[src/rtl/fetch_pkg.sv]
// fetch_pkg: shared types and constants for the instruction fetch front end
package fetch_pkg;
  typedef enum logic [1:0] {REQ, WAIT, DISCARD} fetch_state_t;
  typedef struct packed {
    logic [31:0] pc;
    logic [31:0] instr;
  } fetch_entry_t;
  localparam logic [31:0] INSTR_BYTES = 32'd4;
endpackage

[src/rtl/fetch_fifo.sv]
// fetch_fifo: power-of-2 deep buffer of {pc, instr} pairs with flush
// Ports: push/push_data write, pop/pop_data read head, flush empties,
// count/full/empty report occupancy. Push at full is accepted only with a pop.
module fetch_fifo
  import fetch_pkg::*;
#(
  parameter int DEPTH = 2
) (
  input  logic                   clk,
  input  logic                   rst_n,
  input  logic                   flush,
  input  logic                   push,
  input  fetch_entry_t           push_data,
  input  logic                   pop,
  output fetch_entry_t           pop_data,
  output logic [$clog2(DEPTH):0] count,
  output logic                   full,
  output logic                   empty
);
  localparam int AW = $clog2(DEPTH);
  logic [AW-1:0] wr_q, wr_d, rd_q, rd_d;
  logic [AW:0]   cnt_q, cnt_d;
  fetch_entry_t  mem_q [DEPTH];
  fetch_entry_t  mem_d [DEPTH];
  logic          do_push, do_pop;
  always_comb begin
    empty = cnt_q == '0;
    full = cnt_q == (AW+1)'(DEPTH);
    count = cnt_q;
    pop_data = mem_q[rd_q];
    do_pop = pop & ~empty;
    do_push = push & (~full | do_pop);
    mem_d = mem_q;
    if (do_push) mem_d[wr_q] = push_data;
    wr_d = flush ? '0 : wr_q + AW'(do_push);
    rd_d = flush ? '0 : rd_q + AW'(do_pop);
    cnt_d = flush ? '0 : cnt_q + (AW+1)'(do_push) - (AW+1)'(do_pop);
  end
  always_ff @(posedge clk or negedge rst_n) begin
    if (!rst_n) begin
      wr_q <= '0;
      rd_q <= '0;
      cnt_q <= '0;
      mem_q <= '{default: '0};
    end else begin
      wr_q <= wr_d;
      rd_q <= rd_d;
      cnt_q <= cnt_d;
      mem_q <= mem_d;
    end
  end
endmodule

[src/rtl/fetch_unit.sv]
// fetch_unit: PC register and instruction fetch front end with a small fetch buffer
// Ports: redirect/redirect_pc take a branch target; imem_* is a single-outstanding
// request/grant/response memory port; if_* presents the buffer head to decode
// over valid/ready. Optional FETCH_PERF_EN adds perf_fetched/perf_discarded/perf_stall.
module fetch_unit
  import fetch_pkg::*;
#(
  parameter logic [31:0] RESET_PC  = 32'hBFC00000,
  parameter int          BUF_DEPTH = 2
) (
  input  logic        clk,
  input  logic        rst_n,
  input  logic        redirect,
  input  logic [31:0] redirect_pc,
  output logic        imem_req,
  output logic [31:0] imem_addr,
  input  logic        imem_gnt,
  input  logic        imem_rvalid,
  input  logic [31:0] imem_rdata,
  output logic        if_valid,
  input  logic        if_ready,
  output logic [31:0] if_pc,
  output logic [31:0] if_pc_plus4,
  output logic [31:0] if_instr
`ifdef FETCH_PERF_EN
  ,
  output logic [31:0] perf_fetched,
  output logic [31:0] perf_discarded,
  output logic [31:0] perf_stall
`endif
);
  localparam int CW = $clog2(BUF_DEPTH) + 1;
  fetch_state_t  state_q, state_d;
  logic [31:0]   pc_q, pc_d, addr_q, addr_d;
  logic          granted, push, pop, full, empty;
  logic [CW-1:0] count;
  fetch_entry_t  head;
  fetch_fifo #(.DEPTH(BUF_DEPTH)) u_fifo (
    .clk      (clk),
    .rst_n    (rst_n),
    .flush    (redirect),
    .push     (push),
    .push_data('{pc: addr_q, instr: imem_rdata}),
    .pop      (pop),
    .pop_data (head),
    .count    (count),
    .full     (full),
    .empty    (empty)
  );
  always_ff @(posedge clk or negedge rst_n) begin
    if (!rst_n) state_q <= REQ;
    else state_q <= state_d;
  end
  // A redirect that coincides with a grant leaves that fetch in flight, so it must be drained
  always_comb begin
    state_d = state_q;
    case (state_q)
      REQ:     state_d = granted ? (redirect ? DISCARD : WAIT) : REQ;
      WAIT:    state_d = imem_rvalid ? REQ : (redirect ? DISCARD : WAIT);
      DISCARD: state_d = imem_rvalid ? REQ : DISCARD;
      default: state_d = REQ;
    endcase
  end
  // A pop this cycle frees a slot, so a request may issue even when the buffer is full
  always_comb begin
    if_valid = ~empty;
    pop = if_valid & if_ready;
    imem_req = rst_n & (state_q == REQ) & ((count < CW'(BUF_DEPTH)) | pop);
    imem_addr = pc_q;
    granted = imem_req & imem_gnt;
    push = (state_q == WAIT) & imem_rvalid & ~redirect & (~full | pop);
    if_pc = if_valid ? head.pc : '0;
    if_pc_plus4 = if_valid ? head.pc + INSTR_BYTES : '0;
    if_instr = if_valid ? head.instr : '0;
    pc_d = redirect ? (redirect_pc & ~32'h3) : granted ? pc_q + INSTR_BYTES : pc_q;
    addr_d = granted ? pc_q : addr_q;
  end
  always_ff @(posedge clk or negedge rst_n) begin
    if (!rst_n) begin
      pc_q <= RESET_PC;
      addr_q <= '0;
    end else begin
      pc_q <= pc_d;
      addr_q <= addr_d;
    end
  end
`ifdef FETCH_PERF_EN
  logic [31:0] fetched_q, fetched_d, discarded_q, discarded_d, stall_q, stall_d;
  logic        drop;
  always_comb begin
    drop = imem_rvalid & ((state_q == DISCARD) | ((state_q == WAIT) & redirect));
    fetched_d = fetched_q + {31'b0, push & ~&fetched_q};
    discarded_d = discarded_q + {31'b0, drop & ~&discarded_q};
    stall_d = stall_q + {31'b0, (state_q == REQ) & ~granted & ~&stall_q};
    perf_fetched = fetched_q;
    perf_discarded = discarded_q;
    perf_stall = stall_q;
  end
  always_ff @(posedge clk or negedge rst_n) begin
    if (!rst_n) begin
      fetched_q <= '0;
      discarded_q <= '0;
      stall_q <= '0;
    end else begin
      fetched_q <= fetched_d;
      discarded_q <= discarded_d;
      stall_q <= stall_d;
    end
  end
`endif
endmodule
[config.mk]
export PLATFORM = sky130hd
export DESIGN_NAME = fetch_unit
export DESIGN_NICKNAME = d
export VERILOG_FILES = /design/src/rtl/fetch_pkg.sv /design/src/rtl/fetch_fifo.sv /design/src/rtl/fetch_unit.sv
export SDC_FILE = /design/constraint.sdc
export NUM_CORES = 1
export LEC_CHECK = 0
export CORE_AREA = 2 2 142 144
export CTS_BUF_LIST = sky130_fd_sc_hd__clkbuf_16
export DETAILED_ROUTE_END_ITERATION = 8
export DIE_AREA = 0 0 144 146
export GPL_TIMING_DRIVEN = 0
export PLACE_DENSITY_LB_ADDON = 0.2
export SLEW_MARGIN = 20
export SYNTH_ARGS = -nofsm -noshare
export SYNTH_HDL_FRONTEND = slang
export SYNTH_HIERARCHICAL = 1
export SYNTH_SLANG_ARGS = --single-unit
[constraint.sdc]
create_clock -name clk -period 2.65 [get_ports clk]
set_input_delay 0.265 -clock clk [delete_from_list [all_inputs] [get_ports clk]]
set_output_delay 0.265 -clock clk [all_outputs]
set_load 0.01 [all_outputs]
==> results.txt <==
post-DR wirelength/cell: 18.7 um
DRC violations left: 0
CP delay by family, top: simple AND/OR/NAND/NOR gates
starting density of the core: 0.527
Syn Inst Count: 879
critical path capture point type: output pin
die width: 144 um
htree depth: 4
vias in the first global route: 7655
Synth top area share: 0.455
worst flop-to-flop path endpoint: imem_addr[17]
later-pin clock latency in the skew report: 0.43 ns
cell repeated most along the worst path: buf_6
cts bufs inserted: 17
first-pass GRT wire length: 41100 um
Clock Skew: 0.00763 ns
Die Area: 21000 sq um
worst reg2reg startpoint: u_fifo/count[0]
Slew Viols, Final: 0
Worst-path clk slew: 0.07 ns
Post-synth EDFFs: 0
Setup crit end: if_pc_plus4[29]
setup_tns: -5.01 ns
synth top area cells: dfrtp_1 (45%), mux2_2 (25%), nor2b_1 (4.2%)
critical path's slowest cell: or4_1
Fin. Hold Viols: 93
area of the mapped netlist: 10200 sq um
via/cell ratio: 5.51
Buf/Inv on CP: 5
Syn Area/Cell: 11.6 sq um
result of the run: finished, violations left
drt initial violations: 440
top cells by count, synth: mux2_2 (223), dfrtp_1 (185), nor2b_1 (68)
I/O Buffers: 194
critical path required time: 2.38 ns
cell with the most instances after synthesis: mux2_2
final worst setup slack: -0.402 ns
Die Height: 146 um
pwr/cell area: 616 nW/um^2
core area: 19300 sq um
Setup violations, final: 22
crit path cell chain: buf_12 -> buf_16 -> mux2_4 -> and4_4 -> nand4_1 -> clkbuf_8 -> buf_6 -> or4_1 -> nand2_1 -> buf_6
FF-to-FF setup slack: 0.26 ns
failing checks: hold timing, setup timing
FFs w/ async S/R, synth: 1.00
CP Class: reg2out
Final #Nets: 1204
Placed Instance Area: 12500 sq um
Critical Path AT: 2.79 ns
Lkg Pwr: 6.02 nW
GRT Residual Overflow: 0
Critical Path Source: u_fifo/rd_q
Synth Warn #: 6
largest net degree at the start of global routing: 102
Startpoint Class: flop
Max-Cap Viols: 0
worst hold margin: -0.207 ns
CP Depth: 10
Final Total Pwr: 8.42 mW
post-route ant nets: 0
Worst Path Max Fanout: 6
Yosys top cell by area: dfrtp_1
gr usage total: 0.248
Synth Register Bits: 194
initial antenna violation count: 0
Slew headroom: 0.610
r2r worst-path depth: 9
Ports: 200
antenna diode count: 0
RD Place Congestion: 0.923
slew at the pin closest to its max-slew limit: 0.586 ns
Row Count: 51
crit share post-route: 1.15
DR pass1 iterations: 5
area delta synth->final: 34.3%
maximum clock insertion buffer count: 2
register area share after synthesis: 0.478
Sink Count: 194
final core utilization: 0.708
hpwl dp: 18500 um
Final min period: 3.05 ns
Final Cell Area: 13700 sq um
RSZ-0062 raised after global routing: yes
root buf cell: clkbuf_16
Post-synth top flop: dfrtp_1
maximum vdd drop: 0.516 mV
fmax: 328 MHz
Final Routed Wirelength: 26200 um
Worst path max stage delay: 0.48 ns
Synth cell types: 62
vias: 7748
Worst Hold Class: in2async
layout cell share with drive strength beyond 1: 0.343
CTS tree: yes
how the worst min path moves through the flow:
stage,from,to,depth (start not counted)
global placement,addr_q[19],addr_q[19],2
detailed placement,rst_n,u_fifo/mem_q[27],1
finish,rst_n,u_fifo/mem_q[24],1
global route,rst_n,u_fifo/mem_q[24],1
CTS,rst_n,u_fifo/mem_q[27],1
floorplan,rst_n,addr_q[10],0
layout by cell type (no fill, tap or decap), drive strengths merged, types with 4 or more instances in the layout:
cell type / n
mux2: 223
clkbuf: 45
nand2: 40
and3: 5
or3: 6
conb: 6
nand3: 25
nor3: 7
and4: 12
dfrtp: 185
o31ai: 10
o21ai: 30
xor2: 11
clkinv: 5
a31oi: 13
buf: 85
inv: 26
o211ai: 4
dlygate4sd2: 6
or4: 19
nor2: 49
xnor2: 7
ha: 6
dlymetal6s2s: 4
dfstp: 9
nand4: 21
clkdlybuf4s50: 160
a21oi: 6
nor2b: 68
power breakdown:
part	switching (mW)	total [mW]	internal (mW)
sequential	0.400	3.94	3.54
combinational	0.854	2.13	1.28
clock	1.08	2.35	1.27
total	2.33	8.42	6.09
stage by stage:
stage                     setup WS, ns  instances
after floorplan                  0.200        884
after global placement           -6.93       1343
after detailed placement        -0.835       1344
after CTS                       -0.400       1390
after global routing            -0.468       1405
final                           -0.402       1405
worst register-to-register path, stage by stage, from the launching register on:
cell and delay, ns:
dfrtp_1 0.43, nor2_4 0.24, nand2b_1 0.13, buf_2 0.20, inv_2 0.12, o2111ai_1 0.32, clkbuf_2 0.29, buf_2 0.27
o21ai_0 0.14, a31oi_1 0.17
routing by layer:
metal / wire length, um / part of all wire / track usage
met3: 1360 / 0.052 / 0.0378
met2: 12700 / 0.48 / 0.407
met1: 11800 / 0.45 / 0.344
met5: 0 / 0 / 0
met4: 391 / 0.015 / 0.0696
flip-flops by register name (all words and copies together) (netlist names):
signal / count
u_fifo/mem_q: 128
addr_q: 30
imem_addr: 30
state_q: 2
u_fifo/count: 2
u_fifo/rd_q: 1
u_fifo/wr_q: 1
repair_timing:
item                                    CTS  global route
setup buffers                            17            15
endpoints found under the setup margin  238           163
cloned                                    1             0
hold endpoints to repair                 93            93
resized for setup                       164            55
pin swaps                                14            13
logic make-up after synthesis:
| group | synth area share |
|---|---|
| muxes | 0.249 |
| and+or+nand+nor | 0.146 |
| DFF | 0.478 |
| buffers and inverters | 0.0447 |
| other | 0.000368 |
| xor gates and xnor gates | 0.0177 |
| AOI/OAI and AO/OA | 0.0571 |
| adders and majority gates | 0.00737 |
layout make-up:
cell class,instances,area [sq um]
timing repair buffer,228,2250
buffer,57,463
clock buffer,17,425
fill,1440,5650
inverter,20,75.1
tap,265,332
multi-input combinational,610,5170
sequential,194,4870
clock inverter,14,103
Note: power is estimated with default switching activity, not from simulation.
